===== src/rtl/reg32_piso_tx.sv =====
// Parallel-in/serial-out word transmitter: the first bit appears one cycle after d_valid && d_ready, then one bit per ser_valid && ser_ready.
// ser_ready low holds the current bit, and d_ready stays low while a word is in flight.
module reg32_piso_tx #(
    parameter int WIDTH     = 32,
    parameter int MSB_FIRST = 1
) (
    input  logic             clk,
    input  logic             rst,
    input  logic [WIDTH-1:0] d_in,
    input  logic             d_valid,
    output logic             d_ready,
    output logic             ser_out,
    output logic             ser_valid,
    input  logic             ser_ready,
    output logic             ser_last,
    output logic             busy,
    output logic             done
);
    localparam int               CNT_W    = $clog2(WIDTH);
    localparam logic [CNT_W-1:0] LAST_CNT = CNT_W'(WIDTH - 1);

    typedef enum logic {
        IDLE  = 1'b0,
        SHIFT = 1'b1
    } state_t;

    state_t           state_q, state_d;
    logic [WIDTH-1:0] shreg_q, shreg_d;
    logic [CNT_W-1:0] bit_cnt_q, bit_cnt_d;
    logic             done_q, done_d;
    logic             head_bit;

    always_ff @(posedge clk) begin
        if (rst) begin
            state_q   <= IDLE;
            shreg_q   <= '0;
            bit_cnt_q <= '0;
            done_q    <= 1'b0;
        end else begin
            state_q   <= state_d;
            shreg_q   <= shreg_d;
            bit_cnt_q <= bit_cnt_d;
            done_q    <= done_d;
        end
    end

    assign head_bit = (MSB_FIRST != 0) ? shreg_q[WIDTH-1] : shreg_q[0];

    always_comb begin
        state_d   = state_q;
        shreg_d   = shreg_q;
        bit_cnt_d = bit_cnt_q;
        done_d    = 1'b0;
        d_ready   = 1'b0;
        ser_valid = 1'b0;
        ser_out   = 1'b0;
        ser_last  = 1'b0;
        busy      = 1'b0;
        case (state_q)
            IDLE: begin
                d_ready = !rst;
                if (d_valid && d_ready) begin
                    shreg_d   = d_in;
                    bit_cnt_d = '0;
                    state_d   = SHIFT;
                end
            end
            SHIFT: begin
                ser_valid = 1'b1;
                busy      = 1'b1;
                ser_out   = head_bit;
                ser_last  = (bit_cnt_q == LAST_CNT);
                if (ser_ready) begin
                    // Shift the sent bit out so the next one sits at the output end.
                    shreg_d = (MSB_FIRST != 0) ? {shreg_q[WIDTH-2:0], 1'b0}
                                               : {1'b0, shreg_q[WIDTH-1:1]};
                    if (ser_last) begin
                        state_d   = IDLE;
                        bit_cnt_d = '0;
                        done_d    = 1'b1;
                    end else begin
                        bit_cnt_d = bit_cnt_q + CNT_W'(1);
                    end
                end
            end
            default: state_d = IDLE;
        endcase
    end

    assign done = done_q;

endmodule


===== config.mk =====
export PLATFORM = sky130hd
export DESIGN_NAME = reg32_piso_tx
export DESIGN_NICKNAME = d
export VERILOG_FILES = /design/src/rtl/reg32_piso_tx.sv
export SDC_FILE = /design/constraint.sdc
export NUM_CORES = 1
export LEC_CHECK = 0
export ABC_AREA = 1
export CAP_MARGIN = 20
export CORE_ASPECT_RATIO = 0.8
export CORE_MARGIN = 4
export CORE_UTILIZATION = 30
export DETAILED_ROUTE_END_ITERATION = 10
export GPL_TIMING_DRIVEN = 1
export MAX_ROUTING_LAYER = met4
export PLACE_DENSITY = 0.62
export SYNTH_ARGS = -nofsm -noshare
export SYNTH_HDL_FRONTEND = slang
export SYNTH_SLANG_ARGS = --single-unit

===== constraint.sdc =====
create_clock -name clk -period 1.4 [get_ports clk]
set_input_delay 0.28 -clock clk [delete_from_list [all_inputs] [get_ports clk]]
set_output_delay 0.28 -clock clk [all_outputs]
set_load 0.02 [all_outputs]

==> impl_metrics.py, run 1 <==
metrics = {
    "status": {
        "status": "complete, but fails checks",
        "violations": "negative setup slack",
    },
    "global_routing": {
        "grt_overflow_total": 0,
        "grt_busiest_layer": "met2",
        "grt_pass1_wl_um": 7940,
        "grt_util_met1": 0.159,
        "grt_pass1_vias": 1797,
        "track_usage": 0.122,
        "grtUsageMet3": 0.0314,
        "use_met2": 0.190,
        "grt_max_degree": 35,
        "antenna_found_initial": 0,
    },
    "worst_setup_path": {
        "cp.required_ps": 1120,
        "worstPathArrival_ps": 1280,
        "cp-end-kind": "output pin",
        "rr_endpoint": "shreg_q[3]",
        "worstSetupPathType": "register to output pin",
        "worst-r2r-setup-slack_ps": 80,
        "path_max_fanout": 2,
        "startpoint_type": "register",
        "r2r_start": "state_q",
        "worstRegToRegCells": 7,
    },
    "logic_synthesis": {
        "synthCells": 290,
        "syn_nets": 328,
        "synth_commonest_cells": "nand2_1, dfxtp_1, nor2_1",
        "syn_area_mm2": 0.00202,
        "synth-seq-area-share": 0.386,
        "ys.warnings.count": 0,
        "synth_most_common_cell": "nand2_1",
        "yosysTopAreaCell": "dfxtp_1",
        "synthArstFlopShare": 0,
        "yosysUniqueCellTypes": 26,
        "synth_edf_count": 0,
        "synth_seq_cells": 39,
        "synth_top_area_frac": 0.386,
        "synth_area_per_cell_um2": 6.97,
        "ys.flop_type": "dfxtp_1",
        "netlist_top_cells_area": "dfxtp_1, nand2_1, nor2_2",
    },
    "drt": {
        "drc": 0,
        "dr.pass1.iters": 4,
        "vias_per_cell": 4.43,
        "vias": 1890,
        "drt_iter0_markers": 86,
        "drt_wl_total_um": 4560,
        "wl_per_cell_um": 10.7,
        "detail-route-antenna-nets": 0,
    },
    "power_and_ir_drop": {
        "power_density_mw_per_mm2": 1010,
        "total_power_mw": 2.75,
        "p_leak_nw": 1.27,
        "ir_drop_v": 0.000478,
    },
    "clocking": {
        "cts_max_path_buffers": 2,
        "cts_hold_buf": 0,
        "clock_latency_ps": 290,
        "tritoncts": "yes",
        "clk_pin_slew_ps": 80,
        "htree_levels": 2,
        "clock_tree.root_cell": "clkbuf_8",
        "cts_buffers": 5,
        "cts.sinks": 39,
    },
    "sta": {
        "relSlewSlack": 0.856,
        "slew_violations": 0,
        "clock_skew_ps": 11.5,
        "setup_ws_ps": -158,
        "fmax_ghz": 0.642,
        "whs_ps": 461,
        "period_minus_slack_ps": 1560,
        "setup_viol": 1,
        "tightestPinTransition_ps": 216,
        "post-route-period-util": 1.11,
        "rsz0062_at_grt": "yes",
        "finalHoldViolCount": 0,
    },
    "finish": {
        "syn2layout_area_growth_pct": 34.7,
        "seqCellArea_um2": 785,
        "n_fill_cell": 657,
        "diodes": 0,
        "nets": 380,
        "multiInputGateArea_mm2": 0.00109,
        "layout-drive-gt1-share": 0.230,
    },
    "run": {
        "maxCapViolations": 0,
    },
    "min_path": {
        "min_path_cells": 2,
        "hold_start": "shreg_q[0]",
        "hp-class": "register to register",
        "hold_end": "shreg_q[0]",
    },
    "floorplanning": {
        "fp.dieArea_mm2": 0.00813,
        "core_mm2": 0.00647,
        "pin_count": 42,
        "die_h_um": 81.4,
        "rows": 26,
        "die_w_um": 99.8,
        "start_util": 0.312,
    },
    "placed_design": {
        "post-dp-hpwl_um": 3050,
        "port_buffers": 41,
        "place_congestion": 0.866,
    },
}
-- through the flow --
step	utilization	cell area [µm²]	setup TNS (ps)	std cells	setup WS [ps]
2_1_floorplan	-	2030	0	290	16.4
5_1_grt	0.421	2720	-271	427	-225
6_report	0.421	2720	-158	427	-158
3_3_place_gp	0.400	2590	-7890	419	-363
3_5_place_dp	0.400	2590	-8420	419	-384
4_1_cts	0.415	2690	-245	427	-219
-- layout by cell type (no fill, tap or decap), drive strengths merged --
| cell type | instances |
|---|---|
| a21oi | 3 |
| a22oi | 1 |
| buf | 25 |
| clkbuf | 6 |
| clkdlybuf4s50 | 35 |
| clkinv | 1 |
| clkinvlp | 1 |
| dfxtp | 39 |
| dlygate4sd2 | 2 |
| ha | 2 |
| inv | 8 |
| nand2 | 108 |
| nand3 | 10 |
| nand4 | 1 |
| nor2 | 67 |
| nor3 | 2 |
| o21ai | 32 |
-- per-layer routing --
metal / vias up / part of all wire
met5: - / 0
met4: 0 / 0.0057
met3: 4 / 0.058
met2: 40 / 0.45
met1: 834 / 0.49
li1: 1012 / -
-- registers in the layout, indices dropped and copies added (netlist names) --
register   flops
bit_cnt_q      5
shreg_q       32
state_q        1
done           1
-- worst max-delay path, stage by stage, from the launching register on --
cell,delay [ps]
dfxtp_2,360
ha_4,150
nand2_4,50
nor2_4,90
ha_4,140
nand2_2,50
inv_2,40
buf_6,100
-- cell type report --
type	instances	share of cell area
multi-input combinational	226	0.401
sequential	39	0.288
inverter	8	0.0156
tap	84	0.0386
timing repair buffer	62	0.225
clock inverter	2	0.00460
clock buffer	6	0.0267
-- where the power goes --
group / internal, mW / switching (mW)
Sequential: 1.22 / 0.0537
Clock: 0.348 / 0.393
Combinational: 0.331 / 0.399
-- cells by family after synthesis --
family | count (synthesis) | synth area share
and+or+nand+nor | 188 | 0.414
AOI/OAI and AO/OA | 36 | 0.0903
DFF | 39 | 0.386
adders and majority gates | 2 | 0.0124
buffers and inverters | 25 | 0.0971
-- repair_timing --
action / CTS / global route
hold endpoints to repair: 0 / 0
pin swaps: 6 / 4
endpoints found under the setup margin: 8 / 35
gates resized for setup: 29 / 22
setup buffers: 1 / 0
-- worst max path at each step --
| stage | from | end | slack (ps) | depth (start not counted) |
|---|---|---|---|---|
| 3_3_place_gp | bit_cnt_q[0] | ser_last | -360 | 7 |
| 6_report | bit_cnt_q[0] | ser_last | -160 | 7 |
| 3_5_place_dp | bit_cnt_q[1] | ser_last | -380 | 7 |
| 2_1_floorplan | bit_cnt_q[0] | ser_last | 20 | 6 |
| 4_1_cts | bit_cnt_q[1] | ser_last | -220 | 7 |
| 5_1_grt | bit_cnt_q[0] | ser_last | -230 | 7 |
Power figures use the tool's default switching activity.
==> inputs of run 2 (changes only) <==
Settings changed: DONT_BUFFER_PORTS set to 1, PLACE_DENSITY 0.62 to 0.54.
Clock period 1.4 ns to 2 ns, I/O delays scaled along.
==> run 2 against run 1 <==
Effect of this change:
- the flow now finishes without violations
- worst hold slack worse by 290 ps
- critical path depth is 1 lower
- global-route usage is 0.068 points higher
- clock skew shrank 6.6 ps
- setup slack improved by 320 ps
- sequential share of layout area is 8.9 points higher
- via count fell by 12%
- critical path type unchanged
- critical endpoint unchanged
- highest routed layer unchanged
==> impl_metrics.py, run 2 (same netlist as run 1, synthesis figures left out) <==
metrics = {
    "status": {
        "status": "finished, final reports clean",
    },
    "sta": {
        "slew_violations": 0,
        "tightestPinTransition_ps": 556,
        "setup_viol": 0,
        "relSlewSlack": 0.629,
        "post-route-period-util": 0.918,
        "rsz0062_at_grt": "no",
        "whs_ps": 173,
        "fin_setup_tns_ps": 0,
        "period_minus_slack_ps": 1840,
        "setup_ws_ps": 165,
        "finalHoldViolCount": 0,
        "fmax_ghz": 0.545,
        "clock_skew_ps": 4.94,
    },
    "worst_setup_path": {
        "cp.required_ps": 1600,
        "slowest_delay_ps": 370,
        "critPathMostFrequentCell": "nand2_1",
        "cp-end-kind": "output pin",
        "startpoint_type": "register",
        "path_max_fanout": 4,
        "worstPathArrival_ps": 1440,
        "cp.buffers_inverters": 1,
        "slowest_stage": "dfxtp_1",
        "worstSetupPathType": "register to output pin",
        "critPathTopFamily": "adder cells",
        "path_cells": "ha_1, nand2_1, nor2_1, ha_2, nand2_1, inv_2",
    },
    "clocking": {
        "cts.sinks": 39,
        "cts_max_path_buffers": 2,
        "htree_levels": 2,
        "tritoncts": "yes",
        "cts_buffers": 5,
        "clock_latency_ps": 280,
        "clk_pin_slew_ps": 70,
        "clock_tree.root_cell": "clkbuf_8",
    },
    "power_and_ir_drop": {
        "p_leak_nw": 0.970,
        "ir_drop_v": 0.000237,
        "power_frac_comb": 0.199,
        "p_clk_frac": 0.279,
        "p_sw_uw": 532,
        "p_sw_frac": 0.308,
        "intPower_mw": 1.20,
        "power_density_mw_per_mm2": 832,
        "power_frac_seq": 0.522,
    },
    "run": {
        "maxCapViolations": 0,
    },
    "global_routing": {
        "track_usage": 0.123,
        "grt_max_degree": 37,
        "grt_overflow_total": 0,
        "antenna_found_initial": 0,
        "grt_pass1_vias": 1634,
        "grt_pass1_wl_um": 7810,
    },
    "drt": {
        "drc": 0,
        "drt_iter0_markers": 104,
        "wl_per_cell_um": 12.2,
        "drt_wl_total_um": 4480,
        "dr.pass1.iters": 4,
        "vias": 1660,
        "detail-route-antenna-nets": 0,
        "vias_per_cell": 4.52,
    },
    "finish": {
        "largest_reg_flops": 32,
        "layout_common_cells": "nand2_1, nor2_1, dfxtp_1",
        "diodes": 0,
        "layout-drive-gt1-share": 0.177,
        "largestRegisters": "shreg_q: 32 flops, bit_cnt_q: 5 flops",
        "syn2layout_area_growth_pct": 2.66,
        "nets": 322,
        "largest_register": "shreg_q",
        "final_common_cell": "nand2_1",
    },
    "placed_design": {
        "post-dp-hpwl_um": 3010,
        "port_buffers": 0,
        "pre_cts_ws_ps": 347,
        "place_congestion": 0.795,
    },
    "floorplanning": {
        "rows": 26,
        "fp.dieArea_mm2": 0.00813,
        "core_mm2": 0.00647,
        "die_h_um": 81.4,
        "pin_count": 42,
        "die_w_um": 99.8,
        "start_util": 0.312,
    },
    "min_path": {
        "hp-class": "input port to register",
    },
}
-- run 2: cell count changes in the layout (fill, tap and decap cells not counted), moves of 2 or more --
cell,before,now
buf_12,4,0
buf_2,3,0
clkdlybuf4s50_1,35,0
o21ai_1,17,5
o21ai_0,15,27
dlygate4sd2_1,2,0
ha_4,2,0
nor2_4,2,0
buf_6,2,0
nand2_1,103,105
buf_4,15,4
-- run 2: power by group through the flow --
| stage | clock network [mW] | logic, mW | registers, mW |
|---|---|---|---|
| after global placement | 0 | 0.348 | 0.918 |
| after detailed placement | 0 | 0.351 | 0.919 |
| after CTS | 0.501 | 0.353 | 0.901 |
| after global routing | 0.532 | 0.405 | 0.912 |
| final | 0.481 | 0.344 | 0.902 |
| after floorplan | 0 | 0.345 | 0.905 |
-- run 2: layer usage --
layer  share of wire  GRT usage
met5               0          -
met2            0.44      0.191
met4           0.010     0.0327
met3           0.038     0.0289
met1            0.51      0.160
-- run 2: path summary, 6_finish.rpt --
kind                start      endpoint  slack, ps  depth (start not counted)
max reg2reg       state_q   shreg_q[13]        380                          6
min                   rst  bit_cnt_q[0]        170                          1
max          bit_cnt_q[1]      ser_last        160                          6
min reg2reg    shreg_q[0]    shreg_q[0]        470                          2
-- run 2: through the flow --
stage	instance area, µm²	utilization	std cells	total power, mW
2_1_floorplan	2020	-	290	1.25
3_3_place_gp	2000	0.309	361	1.27
3_5_place_dp	2000	0.309	361	1.27
4_1_cts	2070	0.320	367	1.75
5_1_grt	2080	0.321	367	1.85
6_report	2080	0.321	367	1.73
-- run 2: area by class of cell --
| type | instances | area (µm²) |
|---|---|---|
| well taps | 84 | 105 |
| fillers | 703 | 4400 |
| flip-flops and latches | 39 | 783 |
| repair buffers | 4 | 30.0 |
| multi-input cells | 226 | 1050 |
| inverters | 8 | 37.5 |
| clock buffers | 6 | 72.6 |
-- run 2: repair_timing --
item	4_1_cts	5_1_grt
gates resized for setup	0	3
endpoints found under the setup margin	0	1
setup buffers	0	0
hold buffers	0	0
==> inputs of run 3 (changes only) <==
Settings changed: ABC_AREA 1 to unset, PLACE_DENSITY 0.54 to 0.55.
Clock period 2 ns to 1.6 ns, I/O delays scaled along.
==> run 3 against run 2 <==
Effect of this change:
- the run now ends with negative setup slack left
- critical endpoint unchanged
- register-to-register slack lost 410 ps
- via count shrank 13%
- critical path depth shrank 1
- clock power grew 37%
- first-iteration DRC count shrank 73%
==> impl_metrics.py, run 3 <==
metrics = {
    "global_routing": {
        "grt_overflow_total": 0,
        "grt_pass1_vias": 1441,
        "grt_pass1_wl_um": 7300,
        "track_usage": 0.117,
        "grt_max_degree": 43,
        "antenna_found_initial": 0,
    },
    "logic_synthesis": {
        "syn_nets": 229,
        "synth_edf_count": 0,
        "ys.warnings.count": 0,
        "synthAdderAreaFrac": 0.0122,
        "synth-xor-area-share": 0,
        "ys.flop_type": "dfxtp_1",
        "synth_seq_cells": 39,
        "yosys.area_share.simple": 0.157,
        "synthArstFlopShare": 0,
        "syn_area_mm2": 0.00206,
        "synth_area_per_cell_um2": 10.8,
        "synth_most_common_cell": "dfxtp_1",
        "synth_top_area_frac": 0.380,
        "synth_top_family_by_area": "compound AO/OA/AOI/OAI gates",
        "synth_commonest_cells": "dfxtp_1, mux2i_1, nor3_1",
        "synth-compound-area-share": 0.212,
        "synth-seq-area-share": 0.380,
        "yosysTopAreaCell": "dfxtp_1",
        "synthCells": 191,
        "synth.mux.area_fraction": 0.156,
        "yosysUniqueCellTypes": 30,
        "netlist_top_cells_area": "dfxtp_1, a211oi_2, mux2i_1",
    },
    "worst_setup_path": {
        "critical_path.startpoint": "bit_cnt_q[1]",
        "worstPathArrival_ps": 1380,
        "startpoint_type": "register",
        "slowest_delay_ps": 340,
        "slowest_stage": "dfxtp_2",
        "critPathMostFrequentCell": "ha_4",
        "worstSetupPathType": "register to output pin",
        "worst-r2r-setup-slack_ps": -30,
        "r2r_start": "bit_cnt_q[1]",
        "path_cells": "ha_4, and3_4, ha_4, and2_4, buf_6",
        "cp-end-kind": "output pin",
        "path_max_fanout": 2,
        "cp.required_ps": 1280,
    },
    "sta": {
        "period_minus_slack_ps": 1700,
        "relSlewSlack": 0.790,
        "clock_skew_ps": 8.22,
        "tightestPinTransition_ps": 314,
        "fmax_ghz": 0.588,
        "setup_viol": 3,
        "post-route-period-util": 1.06,
        "whs_ps": 97.7,
        "finalHoldViolCount": 0,
        "rsz0062_at_grt": "yes",
        "setup_ws_ps": -101,
        "fin_setup_tns_ps": -164,
        "slew_violations": 0,
    },
    "drt": {
        "drc": 0,
        "dr.pass1.iters": 4,
        "vias": 1440,
        "drt_wl_total_um": 4570,
        "wl_per_cell_um": 16.5,
        "detail-route-antenna-nets": 0,
        "vias_per_cell": 5.20,
        "drt_iter0_markers": 28,
    },
    "floorplanning": {
        "rows": 26,
        "die_w_um": 101,
        "start_util": 0.316,
        "die_h_um": 82.1,
        "fp.dieArea_mm2": 0.00825,
        "pin_count": 42,
        "core_mm2": 0.00651,
    },
    "finish": {
        "diodes": 0,
        "largestRegisters": "shreg_q: 32 flops, bit_cnt_q: 5 flops",
        "largest_reg_flops": 32,
        "stdcell_count": 277,
        "final_common_cell": "dfxtp_1",
        "layout-drive-gt1-share": 0.332,
        "n_fill_cell": 666,
        "nets": 230,
        "largest_register": "shreg_q",
        "syn2layout_area_growth_pct": 10.5,
        "layout_common_cells": "dfxtp_1, mux2i_1, nor3_1",
    },
    "clocking": {
        "cts.sinks": 39,
        "clk_pin_slew_ps": 80,
        "tritoncts": "yes",
        "clock_latency_ps": 280,
        "cts_max_path_buffers": 2,
        "clock_tree.root_cell": "clkbuf_8",
        "cts_hold_buf": 0,
        "cts_buffers": 5,
        "htree_levels": 2,
    },
    "power_and_ir_drop": {
        "power_density_mw_per_mm2": 940,
        "ir_drop_v": 0.000377,
        "p_leak_nw": 0.777,
    },
    "status": {
        "status": "complete, but fails checks",
        "violations": "negative setup slack",
    },
    "placed_design": {
        "place_congestion": 0.780,
        "port_buffers": 0,
        "post-dp-hpwl_um": 2940,
        "dp_cells": 266,
    },
    "min_path": {
        "hold_start": "rst",
        "hp-class": "input port to register",
    },
    "run": {
        "maxCapViolations": 0,
    },
}
[run 3: layer usage]
layer,track usage,up-vias,share of wire,wire [µm]
met5,-,-,0,0
met4,0.0256,0,0.0039,18
met3,0.0441,2,0.068,309
met2,0.164,33,0.43,1980
met1,0.159,693,0.49,2250
li1,-,712,-,-
[run 3: report_power, final]
| part | internal [mW] | leakage [nW] | switching [mW] |
|---|---|---|---|
| sequential | 1.05 | 0.323 | 0.0448 |
| combinational | 0.179 | 0.413 | 0.205 |
| clock | 0.305 | 0.0412 | 0.354 |
[run 3: final cells by class]
cell class,count,area (µm²),share of cell area
Inverter,2,7.51,0.00330
Clock inverter,2,12.5,0.00551
Sequential cell,39,787,0.346
Clock buffer,6,72.6,0.0319
Multi-Input combinational cell,129,1150,0.507
Timing Repair Buffer,15,136,0.0600
Tap cell,84,105,0.0463
[run 3: path summary, 6_finish.rpt]
kind / cells after the start / end
min: 1 / bit_cnt_q[1]
max reg2reg: 7 / bit_cnt_q[3]
min reg2reg: 2 / shreg_q[0]
max: 5 / ser_last
[run 3: worst max-delay path, delay by kind of cell (launching register included)]
family / cells / cell delay [ps]
DFF: 1 / 340
and+or+nand+nor: 2 / 330
adders and majority gates: 2 / 300
buffers and inverters: 1 / 120
[run 3: what timing repair did]
item,4_1_cts,5_1_grt
resized for setup,8,6
buffers inserted,2,1
pin swaps,2,2
endpoints found under the setup margin,2,8
[run 3: cells by family after synthesis]
logic type | count (synthesis)
muxes | 32
AOI/OAI and AO/OA | 39
and+or+nand+nor | 56
buffers and inverters | 23
DFF | 39
adders and majority gates | 2
[run 3: through the flow]
stage	area [µm²]	util	worst slack (ps)	total power, mW
after floorplan	2060	-	19.6	1.48
after detailed placement	2110	0.324	-21.5	1.50
after global routing	2270	0.349	-151	2.26
after CTS	2240	0.344	-124	2.17
final	2270	0.349	-101	2.14
after global placement	2110	0.324	35.3	1.49
